File: config.mk
export PLATFORM = sky130hd
export DESIGN_NAME = seg7_scan_ctrl
export DESIGN_NICKNAME = d
export VERILOG_FILES = /design/src/rtl/seg7_pkg.sv /design/src/rtl/seg7_scan_ctrl_hex_decode.sv /design/src/rtl/seg7_scan_ctrl.sv
export SDC_FILE = /design/constraint.sdc
export NUM_CORES = 1
export LEC_CHECK = 0
export CAP_MARGIN = 20
export CORE_ASPECT_RATIO = 2
export CORE_UTILIZATION = 56
export DETAILED_ROUTE_END_ITERATION = 10
export HOLD_SLACK_MARGIN = 0.03
export PLACE_DENSITY = 0.79
export SYNTH_ARGS = -nofsm -noshare
export SYNTH_HDL_FRONTEND = slang
export SYNTH_SLANG_ARGS = --single-unit
File: constraint.sdc
create_clock -name clk -period 4.2 [get_ports clk]
set_input_delay 0.84 -clock clk [delete_from_list [all_inputs] [get_ports clk]]
set_output_delay 0.84 -clock clk [all_outputs]
set_load 0.005 [all_outputs]
File: src/rtl/seg7_pkg.sv
// -----------------------------------------------------------------------------
// seg7_pkg
// Shared definitions for the 7-segment scan controller:
//   - state_e      : scan FSM states (IDLE / BLANK / SHOW)
//   - SEG_TABLE    : hex digit 0..F to segment pattern, bit0=a .. bit6=g,
//                    active-high
//   - hex_to_seg() : table lookup helper
// -----------------------------------------------------------------------------
package seg7_pkg;

    typedef enum logic [1:0] {
        IDLE  = 2'd0,
        BLANK = 2'd1,
        SHOW  = 2'd2
    } state_e;

    // Entry 15 is listed first so that SEG_TABLE[n] is the pattern for hex n.
    localparam logic [15:0][6:0] SEG_TABLE = {
        7'h71, 7'h79, 7'h5E, 7'h39,   // F E d C
        7'h7C, 7'h77, 7'h6F, 7'h7F,   // b A 9 8
        7'h07, 7'h7D, 7'h6D, 7'h66,   // 7 6 5 4
        7'h4F, 7'h5B, 7'h06, 7'h3F    // 3 2 1 0
    };

    function automatic logic [6:0] hex_to_seg(input logic [3:0] hex);
        return SEG_TABLE[hex];
    endfunction

endpackage

File: src/rtl/seg7_scan_ctrl_hex_decode.sv
// -----------------------------------------------------------------------------
// seg7_hex_decode
// Purely combinational hex nibble to 7-segment decoder.
// Ports:
//   hex : in  4-bit hex value
//   seg : out 7-bit segment pattern, bit0=a .. bit6=g, active-high
// -----------------------------------------------------------------------------
module seg7_hex_decode
    import seg7_pkg::*;
(
    input  logic [3:0] hex,
    output logic [6:0] seg
);

    // Table lookup of the segment pattern
    always_comb begin
        seg = hex_to_seg(hex);
    end

endmodule

File: src/rtl/seg7_scan_ctrl.sv
// -----------------------------------------------------------------------------
// seg7_scan_ctrl
// Time-multiplexed scan controller for a NUM_DIGITS-digit 7-segment display.
// One digit is driven at a time over a shared segment bus. Each digit slot is
// SCAN_DIV cycles long: BLANK_CYC dark cycles (anti-ghosting) followed by the
// lit part. New display values arrive via a valid/ready handshake into a
// shadow register and are copied to the display register only at a frame
// boundary (or immediately while idle), so a frame never shows mixed values.
//
// Optional feature (compile-time macro SEG7_LZB_EN):
//   leading-zero blanking. A digit whose nibble and all higher nibbles are
//   zero stays dark in its slot; digit 0 is always shown. Slot timing is
//   unchanged. Without the macro every digit is shown.
//
// Ports:
//   clk        : in  system clock
//   clr        : in  synchronous active-high reset
//   enable     : in  1 = scan running, 0 = display dark / idle
//   load_valid : in  load_data valid
//   load_ready : out controller can accept a new value (registered)
//   load_data  : in  hex nibbles, nibble i = digit i (digit 0 = rightmost)
//   digit_en   : out one-hot active-high digit select (registered)
//   seg_out    : out segments bit0=a .. bit6=g, active-high (registered)
//   frame_done : out one-cycle pulse on the last cycle of a frame (registered)
// -----------------------------------------------------------------------------
module seg7_scan_ctrl
    import seg7_pkg::*;
#(
    parameter int NUM_DIGITS = 4,
    parameter int SCAN_DIV   = 50000,
    parameter int BLANK_CYC  = 8
) (
    input  logic                    clk,
    input  logic                    clr,
    input  logic                    enable,
    input  logic                    load_valid,
    output logic                    load_ready,
    input  logic [4*NUM_DIGITS-1:0] load_data,
    output logic [NUM_DIGITS-1:0]   digit_en,
    output logic [6:0]              seg_out,
    output logic                    frame_done
);

    localparam int CNT_W = (SCAN_DIV > 1) ? $clog2(SCAN_DIV) : 1;
    localparam int IDX_W = $clog2(NUM_DIGITS);
    localparam int DATA_W = 4 * NUM_DIGITS;

    localparam logic [CNT_W-1:0] SCAN_LAST  = CNT_W'(SCAN_DIV - 1);
    localparam logic [CNT_W-1:0] BLANK_LAST = CNT_W'((BLANK_CYC > 0) ? (BLANK_CYC - 1) : 0);
    localparam logic [IDX_W-1:0] IDX_LAST   = IDX_W'(NUM_DIGITS - 1);
    localparam logic [NUM_DIGITS-1:0] DIGIT_ONE = {{(NUM_DIGITS-1){1'b0}}, 1'b1};

    // Scan state
    state_e              state_r;
    logic [CNT_W-1:0]    cnt_r;
    logic [IDX_W-1:0]    idx_r;
    state_e              next_state_s;
    logic [CNT_W-1:0]    next_cnt_s;
    logic [IDX_W-1:0]    next_idx_s;

    // Display / handshake state
    logic [DATA_W-1:0]   disp_r;
    logic [DATA_W-1:0]   shadow_r;
    logic                pending_r;
    logic [DATA_W-1:0]   next_disp_s;
    logic [DATA_W-1:0]   next_shadow_s;
    logic                next_pending_s;
    logic                boundary_s;
    logic                accept_s;

    // Output registers and their next values
    logic [NUM_DIGITS-1:0] digit_en_r;
    logic [6:0]            seg_out_r;
    logic                  frame_done_r;
    logic                  load_ready_r;
    logic [NUM_DIGITS-1:0] next_digit_en_s;
    logic [6:0]            next_seg_s;
    logic                  next_frame_done_s;

    logic [3:0]            nibble_s;
    logic [6:0]            dec_seg_s;

`ifdef SEG7_LZB_EN
    logic [NUM_DIGITS-1:0] lead_blank_s;
`endif

    assign digit_en   = digit_en_r;
    assign seg_out    = seg_out_r;
    assign frame_done = frame_done_r;
    assign load_ready = load_ready_r;

    // Last cycle of the last digit slot: the frame boundary
    assign boundary_s = (state_r == SHOW) && (cnt_r == SCAN_LAST) && (idx_r == IDX_LAST);
    assign accept_s   = load_valid & load_ready_r;

    // State register: FSM, slot counter, digit index and display data
    always_ff @(posedge clk) begin
        if (clr) begin
            state_r   <= IDLE;
            cnt_r     <= {CNT_W{1'b0}};
            idx_r     <= {IDX_W{1'b0}};
            disp_r    <= {DATA_W{1'b0}};
            shadow_r  <= {DATA_W{1'b0}};
            pending_r <= 1'b0;
        end else begin
            state_r   <= next_state_s;
            cnt_r     <= next_cnt_s;
            idx_r     <= next_idx_s;
            disp_r    <= next_disp_s;
            shadow_r  <= next_shadow_s;
            pending_r <= next_pending_s;
        end
    end

    // Next-state logic for the scan FSM, slot counter and digit index
    always_comb begin
        next_state_s = state_r;
        next_cnt_s   = cnt_r;
        next_idx_s   = idx_r;
        if (!enable) begin
            // Dropping enable abandons the frame; restart is from digit 0
            next_state_s = IDLE;
            next_cnt_s   = {CNT_W{1'b0}};
            next_idx_s   = {IDX_W{1'b0}};
        end else begin
            case (state_r)
                IDLE: begin
                    next_cnt_s = {CNT_W{1'b0}};
                    next_idx_s = {IDX_W{1'b0}};
                    if (BLANK_CYC == 0) begin
                        next_state_s = SHOW;
                    end else begin
                        next_state_s = BLANK;
                    end
                end
                BLANK: begin
                    next_cnt_s = cnt_r + CNT_W'(1);
                    if (cnt_r == BLANK_LAST) begin
                        next_state_s = SHOW;
                    end else begin
                        next_state_s = BLANK;
                    end
                end
                SHOW: begin
                    if (cnt_r == SCAN_LAST) begin
                        next_cnt_s = {CNT_W{1'b0}};
                        if (idx_r == IDX_LAST) begin
                            next_idx_s = {IDX_W{1'b0}};
                        end else begin
                            next_idx_s = idx_r + IDX_W'(1);
                        end
                        if (BLANK_CYC == 0) begin
                            next_state_s = SHOW;
                        end else begin
                            next_state_s = BLANK;
                        end
                    end else begin
                        next_cnt_s   = cnt_r + CNT_W'(1);
                        next_state_s = SHOW;
                    end
                end
                default: begin
                    next_state_s = IDLE;
                    next_cnt_s   = {CNT_W{1'b0}};
                    next_idx_s   = {IDX_W{1'b0}};
                end
            endcase
        end
    end

    // Handshake and tear-free apply of the shadow value
    always_comb begin
        next_disp_s    = disp_r;
        next_shadow_s  = shadow_r;
        next_pending_s = pending_r;
        // accept_s implies pending_r == 0, so accept and apply never coincide;
        // a value accepted on a boundary waits for the following boundary.
        if (accept_s) begin
            next_shadow_s  = load_data;
            next_pending_s = 1'b1;
        end else if (pending_r && ((state_r == IDLE) || boundary_s)) begin
            next_disp_s    = shadow_r;
            next_pending_s = 1'b0;
        end else begin
            next_pending_s = pending_r;
        end
    end

    // Select the nibble of the digit that will be scanned next cycle
    always_comb begin
        nibble_s = 4'h0;
        for (int i = 0; i < NUM_DIGITS; i++) begin
            if (next_idx_s == IDX_W'(i)) begin
                nibble_s = next_disp_s[i*4 +: 4];
            end else begin
                nibble_s = nibble_s;
            end
        end
    end

    seg7_hex_decode u_hex_decode (
        .hex (nibble_s),
        .seg (dec_seg_s)
    );

`ifdef SEG7_LZB_EN
    // Mark digits whose nibble and every higher nibble are zero (digit 0 exempt)
    always_comb begin
        logic above_zero_v;
        above_zero_v = 1'b1;
        lead_blank_s = {NUM_DIGITS{1'b0}};
        for (int i = NUM_DIGITS - 1; i >= 0; i--) begin
            above_zero_v = above_zero_v & (next_disp_s[i*4 +: 4] == 4'h0);
            if (i != 0) begin
                lead_blank_s[i] = above_zero_v;
            end else begin
                lead_blank_s[i] = 1'b0;
            end
        end
    end
`endif

    // Output decode from next-cycle state so the registered outputs line up with it
    always_comb begin
        next_digit_en_s = {NUM_DIGITS{1'b0}};
        next_seg_s      = 7'h00;
        if (next_state_s == SHOW) begin
`ifdef SEG7_LZB_EN
            if (lead_blank_s[next_idx_s]) begin
                next_digit_en_s = {NUM_DIGITS{1'b0}};
                next_seg_s      = 7'h00;
            end else begin
                next_digit_en_s = DIGIT_ONE << next_idx_s;
                next_seg_s      = dec_seg_s;
            end
`else
            next_digit_en_s = DIGIT_ONE << next_idx_s;
            next_seg_s      = dec_seg_s;
`endif
        end else begin
            next_digit_en_s = {NUM_DIGITS{1'b0}};
            next_seg_s      = 7'h00;
        end
        next_frame_done_s = (next_state_s == SHOW) && (next_cnt_s == SCAN_LAST) &&
                            (next_idx_s == IDX_LAST);
    end

    // Output registers
    always_ff @(posedge clk) begin
        if (clr) begin
            digit_en_r   <= {NUM_DIGITS{1'b0}};
            seg_out_r    <= 7'h00;
            frame_done_r <= 1'b0;
            load_ready_r <= 1'b1;
        end else begin
            digit_en_r   <= next_digit_en_s;
            seg_out_r    <= next_seg_s;
            frame_done_r <= next_frame_done_s;
            load_ready_r <= ~next_pending_s;
        end
    end

endmodule

[Word level (Yosys, flattened, before mapping)]
Memory sizes are Yosys's and may differ from the RTL's. A register that Yosys moved wholly into a read port is not among the register bits.
Cells that the tools add are included.
Storage, ports and cells
  bits in registers: 59
  bits in latches: 0
  RAM bits: 0
  memory bits (read-only): 112
  bits of input ports: 20
  output and inout port bits: 13
  word-level logic and storage cells: 54
  memories kept: 1
Cells by class
  add/sub/neg operators: 2
  multipliers: 0
  divide/modulo/power cells: 0
  order comparisons: 0
  equal/unequal tests: 10
  shift operators: 1
  mux-type cells: 19
  bitwise gates (word level): 3
  reductions and logical operators: 9
Memory list
  (name not given): depth 16, bits a word 7, rd ports 1, clocked after memory_dff 1, wr ports 0, RTL line seg7_pkg.sv:26  | return SEG_TABLE[hex];
Operators with widths (number)
  $mux W16: 4
  $eq A16 B16 Y1 const B: 2
  $pmux W16 S2: 1
  $add A16 B1 Y16 const B: 1
  $eq A16 B3 Y1 const B: 1
  $mux W4: 4
  $mux W2: 6
  $eq A2 B2 Y1 const B: 5
  $pmux W2 S3: 1
  $logic_and A1 B1 Y1: 5
  $eq A2 B1 Y1 const B: 2
  $logic_not A2 Y1: 2
  $pmux W2 S2: 1
  $shl A1 B2 Y4 const A: 1
  $add A2 B1 Y2 const B: 1
  $mux W1: 2
  $not A1 Y1: 2
  $reduce_or A2 Y1: 1
  $and A1 B1 Y1: 1
  $logic_or A1 B1 Y1: 1

[Logic depth before layout (Yosys ltp)]
Gate-level depths: netlist of run 1.
  depth in word-level cells: 11
  depth in mapped cells: 16
  gate-level depth less buffers: 14

[By module]
From an unflattened synthesis of run 1, not the netlist that was laid out.
Unflattened totals
  cell total of the unflattened synthesis: 366
  area, all modules: 3194.3 sq um
Modules (own cells, without submodules)
  seg7_scan_ctrl: times used 1, cells an instance 333, area each 2906.5 sq um, seq. area each 1321.3 sq um
  seg7_hex_decode: times used 1, cells an instance 33, area each 287.8 sq um, seq. area each 0.0 sq um

[Worst setup path before layout of run 1]
Ideal clock, no wire load.
  path kind: register to register
  start: register cnt_r[7]
  end: register seg_out_r[6], in the netlist seg_out[6]
  setup time: 0.095 ns
  arrival time: 3.590 ns
  setup slack: 0.515 ns
  stages on the path, launching flop included: 14
  buffers on the path: 2
  path through: dfxtp_1 -> buf_2 -> or4_4 -> nor4_4 -> mux2i_1 -> nor2b_1 -> buf_2 -> a2111oi_0 -> a31oi_1 -> a2bb2oi_1 -> inv_1 -> ha_1 -> mux2_1 -> a221oi_1
Between the ends
  longest elaborated chain between the ends: 11
  elaborated cells on any way between the ends: 26
  those cells by class: 6 x eq/ne; 13 x mux; 1 x bitwise; 6 x reduce/logical
Ends and longest elaborated chain
  start: declaration: RTL line seg7_scan_ctrl.sv:55  | logic [CNT_W-1:0] cnt_r;
  start signal: assignment: RTL line seg7_scan_ctrl.sv:100  | cnt_r <= {CNT_W{1'b0}};
  start signal: assignment: RTL line seg7_scan_ctrl.sv:107  | cnt_r <= next_cnt_s;
  branches (longest 11 deep; another with $eq A16 B16 Y1)
  end: declaration: RTL line seg7_scan_ctrl.sv:73  | logic [6:0] seg_out_r;
Several ways; the timed one is not identified.
A chain may end at the register's enable or synchronous reset.

[Worst setup path in the final report of run 1]
  start: register cnt_r[4]
  end: register seg_out_r[6], in the netlist seg_out[6]
Same word-level chain as after synthesis.

==> impl_metrics.json, run 1 <==
{
  "synthesis.nets": 432,
  "rsz0062_at_grt": "false",
  "synth_cell_type_count": 52,
  "setup_viol": 0,
  "dieArea_sq_mm": 0.00610,
  "wl_um": 7520,
  "vias_per_cell": 5.80,
  "post_cts_buffers": 0,
  "final_common_cell": "nand2_1",
  "layout-drive-gt1-share_pct": 8.28,
  "grt_max_degree": 40,
  "cp_max_fo": 10,
  "ys_seq_area_share_pct": 40.9,
  "worst_pin_slew_ns": 1.13,
  "port_buffers": 32,
  "grt_pass1_vias": 2878,
  "ys_async_sr_fraction_pct": 0,
  "hold_violations": 0,
  "min_path_type": "flop to flop",
  "wl_per_cell_um": 15.2,
  "crit_type": "flop to flop",
  "final.period_utilization_pct": 91.1,
  "p_leak_nw": 1.48,
  "slew_viol_final": 0,
  "dp_hpwl_um": 5550,
  "fin_crit_ns": 3.83,
  "ys.flop_type": "dfxtp_1",
  "max_freq_ghz": 0.261,
  "cp_cell_sequence": "or4_4, nor4_4, mux2i_1, nor2b_1, a2111oi_0, a31oi_1, a2bb2oi_1, inv_1, ha_1, mux2_1, a221oi_1",
  "grt_pass1_wl_um": 12600,
  "final_cell_mix": "nand2_1 (86), dfxtp_1 (66), a21oi_1 (43), clkdlybuf4s50_1 (32), nor2_1 (29)",
  "start_kind": "flop",
  "vias": 2871,
  "yosysTopAreaCellShare_pct": 40.9,
  "synth_area_per_cell_sq_um": 8.11,
  "final_antenna_net_count": 0,
  "synth_top_family_by_area": "simple AND/OR/NAND/NOR gates",
  "cp.required_ns": 4.45,
  "ys_ff_latch": 66,
  "num_io_pins": 33,
  "start_util_pct": 58.6,
  "htree_levels": 3,
  "coreArea_sq_mm": 0.00552,
  "yosysTopAreaCell": "dfxtp_1",
  "ir_drop_uv": 412,
  "routabilityCongestion": 0.888,
  "synth_cells": 399,
  "n_antenna_cell": 0,
  "clock_sinks": 66,
  "synth-edff-count": 0,
  "die_w_um": 55.7,
  "synth_compound_area_share_pct": 15.3,
  "cts.path.max_buffers": 2,
  "synth_adder_area_share_pct": 5.03,
  "synthXorXnorAreaFrac_pct": 4.06,
  "relSlewSlack_pct": 24.4,
  "postCtsHoldBufs": 0,
  "clk_latency_ns": 0.35,
  "gr-total-overflow": 0,
  "dr.pass1.iters": 4,
  "area_delta_synth_final_pct": 19.3,
  "skew_ns": 0.00995,
  "ctsResizeCount": 0,
  "cap_violations": 0,
  "drt_iter0_drc": 75,
  "muxShareOfSynthArea_pct": 4.26,
  "fin_nets": 463,
  "die_h_um": 109,
  "yosysWarningCount": 0,
  "drc": 0,
  "max_stage_delay_ns": 0.59,
  "powerDensity_mw_per_mm2": 365,
  "p_total_mw": 1.41,
  "outcome": "complete, no violations",
  "syn_area_sq_mm": 0.00323,
  "clk_pin_slew_worst_paths_ns": 0.07,
  "antenna_found_initial": 0,
  "synth-simple-area-share_pct": 25.5,
  "grt_usage_pct": 26.9,
  "root_buffer": "clkbuf_8",
  "critPathArrivalTime_ns": 4.08,
  "cp_slowest_cell": "or4_4",
  "end_kind": "flop",
  "tns_ns": 0,
  "synth.area.top_cells": "dfxtp_1 (41%), nand2_1 (10%), a21oi_1 (6.7%)",
  "rows": 38,
  "cts_tree": "built",
  "cts_buffers": 9
}
[area by class of cell]
type / instances / area [sq um]
clock buffers: 11 / 151
clock inverters: 5 / 100
fillers: 461 / 1660
inverters: 15 / 56.3
multi-input cells: 295 / 1750
flip-flops and latches: 66 / 1320
well taps: 60 / 75.1
repair buffers: 43 / 403
[path summary, 6_finish.rpt]
check / start / endpoint / slack (ns) / cells past startpoint
max: cnt_r[4] / seg_out[6] / 0.37 / 11
min: disp_r[4] / disp_r[4] / 0.46 / 2
max reg2reg: cnt_r[4] / seg_out[6] / 0.37 / 11
min reg2reg: disp_r[4] / disp_r[4] / 0.46 / 2
[worst max-delay path: cells and delay by family (launching register included)]
family	cells	cell delay (ns)
multiplexers	2	0.55
AND/OR/NAND/NOR	3	1.27
flip-flops	1	0.38
adder cells (fa/ha/maj)	1	0.26
AO/OA/AOI/OAI	4	1.15
buffers and inverters	1	0.13
[cell usage after synthesis, types with 2 or more instances]
cell	number
buf_6	2
a21oi_1	43
o22ai_1	2
nor3_1	7
a22oi_1	2
nand3_1	11
xnor2_1	9
buf_2	2
clkbuf_1	18
a221oi_1	4
and3_1	5
o21ai_1	3
mux2i_1	10
o21ai_0	3
or3_1	5
nor2b_1	4
dfxtp_1	66
a31oi_1	5
nand4_1	5
a32oi_2	2
nor4_1	3
ha_1	13
a2111oi_0	2
nor3b_1	3
or2_2	2
inv_1	15
o31ai_1	2
nand2b_1	5
nor2_1	29
mux2_1	2
and2_1	4
xor2_1	6
nand2_1	86
[metal layers]
metal,vias up,track usage [%],wire length (um)
li1,1427,-,-
met1,1367,24.6,2820
met2,56,51.0,4190
met3,21,7.41,217
met4,0,17.3,299
met5,-,0,0
[state kept, by name, indices dropped and copies added, names as in the netlist, 2 cells and up]
signal and count:
state_r 2, disp_r 16, idx_r 2, shadow_r 16, cnt_r 16, seg_out 7
digit_en 4
[cell families (layout without fill, tap and decap cells)]
family          count (synthesis)  after routing
compound gates                 79             79
xor+xnor                       15             15
fa+ha+maj                      13             13
buf+inv                        38             74
flops                          66             66
mux                            13             13
simple gates                  175            175
[stage by stage]
stage	std cells	setup WS (ns)	area (sq um)	util [%]	hold slack [ns]
after CTS	495	0.427	3860	70.0	0.458
final	495	0.373	3860	70.0	0.456
after floorplan	399	0.515	3230	-	0.432
after global routing	495	0.132	3860	70.0	0.469
after detailed placement	479	0.208	3610	65.4	0.449
after global placement	479	0.404	3610	65.4	0.438
[report_power, final]
part | leakage (nW) | internal (mW) | switching, mW
sequential | 0.535 | 0.639 | 0.00989
clock | 0.129 | 0.425 | 0.243
combinational | 0.811 | 0.0425 | 0.0496
Power figures use the tool's default switching activity.
==> run 2, diff against run 1 <==
--- a/config.mk
+++ b/config.mk
@@ -7,10 +7,10 @@
 export LEC_CHECK = 0
 export CAP_MARGIN = 20
 export CORE_ASPECT_RATIO = 2
-export CORE_UTILIZATION = 56
+export CORE_UTILIZATION = 51
 export DETAILED_ROUTE_END_ITERATION = 10
 export HOLD_SLACK_MARGIN = 0.03
-export PLACE_DENSITY = 0.79
+export PLACE_DENSITY = 0.76
 export SYNTH_ARGS = -nofsm -noshare
 export SYNTH_HDL_FRONTEND = slang
 export SYNTH_SLANG_ARGS = --single-unit
==> constraint.sdc (replaced) <==
create_clock -name clk -period 3.1 [get_ports clk]
set_input_delay 0.62 -clock clk [delete_from_list [all_inputs] [get_ports clk]]
set_output_delay 0.62 -clock clk [all_outputs]
set_load 0.005 [all_outputs]
==> run 2 against run 1 <==
  * Combinational power is 65% higher
  * Largest power group unchanged
  * Register-to-register slack worse by 0.40 ns
  * Core utilization is 4.8 points higher
  * Global-route usage is 1.8 points higher
  * First-iteration DRC count is 85% higher
  * Via count is 8.1% higher
  * Cell area is 17% higher
  * Worst hold slack worse by 0.0024 ns
  * Maximum frequency is 22% higher
  * The flow now finishes with violations (setup timing)
==> impl_metrics.json, run 2 (synthesis results as in run 1) <==
{
  "wl_per_cell_um": 15.5,
  "rsz0062_at_grt": "true",
  "start_util_pct": 53.4,
  "fin_nets": 503,
  "vias": 3104,
  "ir_drop_uv": 298,
  "clk_latency_ns": 0.34,
  "post_cts_buffers": 0,
  "reg_top3": "cnt_r x16, disp_r x16, shadow_r x16",
  "multiInputGateArea_sq_mm": 0.00201,
  "grt.busiest_layer": "met2",
  "start_kind": "flop",
  "grt_usage_pct": 28.7,
  "postLayoutSetupSlackWorst_ns": -0.0293,
  "dieArea_sq_mm": 0.00668,
  "cp_max_fo": 4,
  "p_total_mw": 2.05,
  "cts_tree": "built",
  "setup_viol": 2,
  "cap_violations": 0,
  "num_io_pins": 33,
  "dr.pass1.iters": 4,
  "dp_hpwl_um": 6370,
  "coreArea_sq_mm": 0.00606,
  "cp.required_ns": 3.32,
  "relSlewSlack_pct": 61.7,
  "final_cell_mix": "nand2_1 (84), dfxtp_1 (64), buf_4 (47), a21oi_1 (40), clkdlybuf4s50_1 (32)",
  "drt_iter0_drc": 139,
  "violations": "setup timing",
  "layout-drive-gt1-share_pct": 23.4,
  "cts_buffers": 9,
  "fin_util_pct": 74.8,
  "cp_slowest_cell": "or4_4",
  "htree_levels": 3,
  "use_met3_pct": 6.55,
  "tns_ns": -0.0547,
  "clk_pin_slew_worst_paths_ns": 0.05,
  "max_stage_delay_ns": 0.58,
  "hold_violations": 0,
  "die_w_um": 58.3,
  "dpl_cell_area_sq_mm": 0.00408,
  "min_path_type": "flop to flop",
  "drc": 0,
  "outcome": "finished with violations",
  "crit_type": "flop to flop",
  "final_antenna_net_count": 0,
  "root_buffer": "clkbuf_16",
  "gr-total-overflow": 0,
  "n_fill_cell": 438,
  "skew_ns": 0.00328,
  "wl_um": 8670,
  "grt_max_degree": 36,
  "seq_area_sq_mm": 0.00133,
  "grt_pass1_vias": 3249,
  "final.period_utilization_pct": 101,
  "grtUsageMet2_pct": 55.2,
  "antenna_found_initial": 0,
  "powerDensity_mw_per_mm2": 453,
  "fin_hold_ws_ns": 0.453,
  "routabilityCongestion": 0.870,
  "p_leak_nw": 1.76,
  "critPathArrivalTime_ns": 3.35,
  "postCtsHoldBufs": 0,
  "worst_pin_slew_ns": 0.574,
  "vias_per_cell": 5.56,
  "fin_crit_ns": 3.13,
  "die_h_um": 115,
  "rows": 40,
  "slew_viol_final": 0,
  "end_kind": "flop",
  "cp_cell_sequence": "or4_4, or4_4, or3_4, nand2_4, a2111oi_4, a31oi_2, a2bb2oi_4, ha_4, inv_1, mux2_4, nor2_2, a211oi_1",
  "critPathMostFrequentCell": "or4_4",
  "finalInstanceArea_sq_mm": 0.00453,
  "n_antenna_cell": 0,
  "cts.path.max_buffers": 2,
  "clock_sinks": 66,
  "port_buffers": 32,
  "final_common_cell": "nand2_1",
  "max_freq_ghz": 0.320,
  "area_delta_synth_final_pct": 40.0,
  "use_met1_pct": 23.8,
  "grt_pass1_wl_um": 14100
}
==> run 2: changes by cell type in the layout (fill, tap and decap cells not counted), sizes merged <==
cell	delta
buf	+40
bufinv	-2
clkbuf	-1
clkinvlp	+1
inv	+1
==> run 2: area by class of cell <==
type | instances | share of cell area (%)
Inverter | 15 | 1.30
Clock buffer | 10 | 5.28
Tap cell | 84 | 2.32
Timing Repair Buffer | 83 | 16.2
Multi-Input combinational cell | 295 | 44.4
Sequential cell | 66 | 29.3
Clock inverter | 5 | 1.19
==> run 2: stage by stage <==
stage | setup WS (ns) | instances
floorplan | -0.0604 | 399
global placement | -0.170 | 543
detailed placement | -0.273 | 543
CTS | -0.0247 | 558
global route | -0.124 | 558
finish | -0.0293 | 558
==> run 2: where the power goes <==
part | switching, mW | leakage, nW | total, mW | internal [mW]
registers | 0.0158 | 0.537 | 0.882 | 0.866
logic | 0.0770 | 1.07 | 0.152 | 0.0752
clock network | 0.380 | 0.145 | 1.02 | 0.636
==> run 2: path summary, 6_finish.rpt <==
path             start          to  slack, ns  cells after the start
min reg2reg  disp_r[3]   disp_r[3]       0.45                      2
max reg2reg   cnt_r[7]  seg_out[1]      -0.03                     12
min          disp_r[3]   disp_r[3]       0.45                      2
max           cnt_r[7]  seg_out[1]      -0.03                     12
==> run 2: repair_timing <==
action                     4_1_cts  5_1_grt
cloned                           0        0
setup endpoints to repair        7        7
pin swaps                        3        3
gates resized for setup          9       23
==> run 2: critical path, delay by kind of cell (launching register included) <==
kind	cells	cell delay (ns)
AO/OA/AOI/OAI	4	0.43
adder cells (fa/ha/maj)	1	0.27
buffers and inverters	1	0.05
flip-flops	1	0.33
multiplexers	1	0.26
AND/OR/NAND/NOR	5	1.68
==> run 2: layer usage <==
| layer | vias up | wire, um | share of wire [%] |
|---|---|---|---|
| li1 | 1512 | - | - |
| met1 | 1483 | 2920 | 34 |
| met2 | 73 | 5010 | 58 |
| met3 | 36 | 216 | 2.5 |
| met4 | 0 | 519 | 6.0 |
| met5 | - | 0 | 0 |
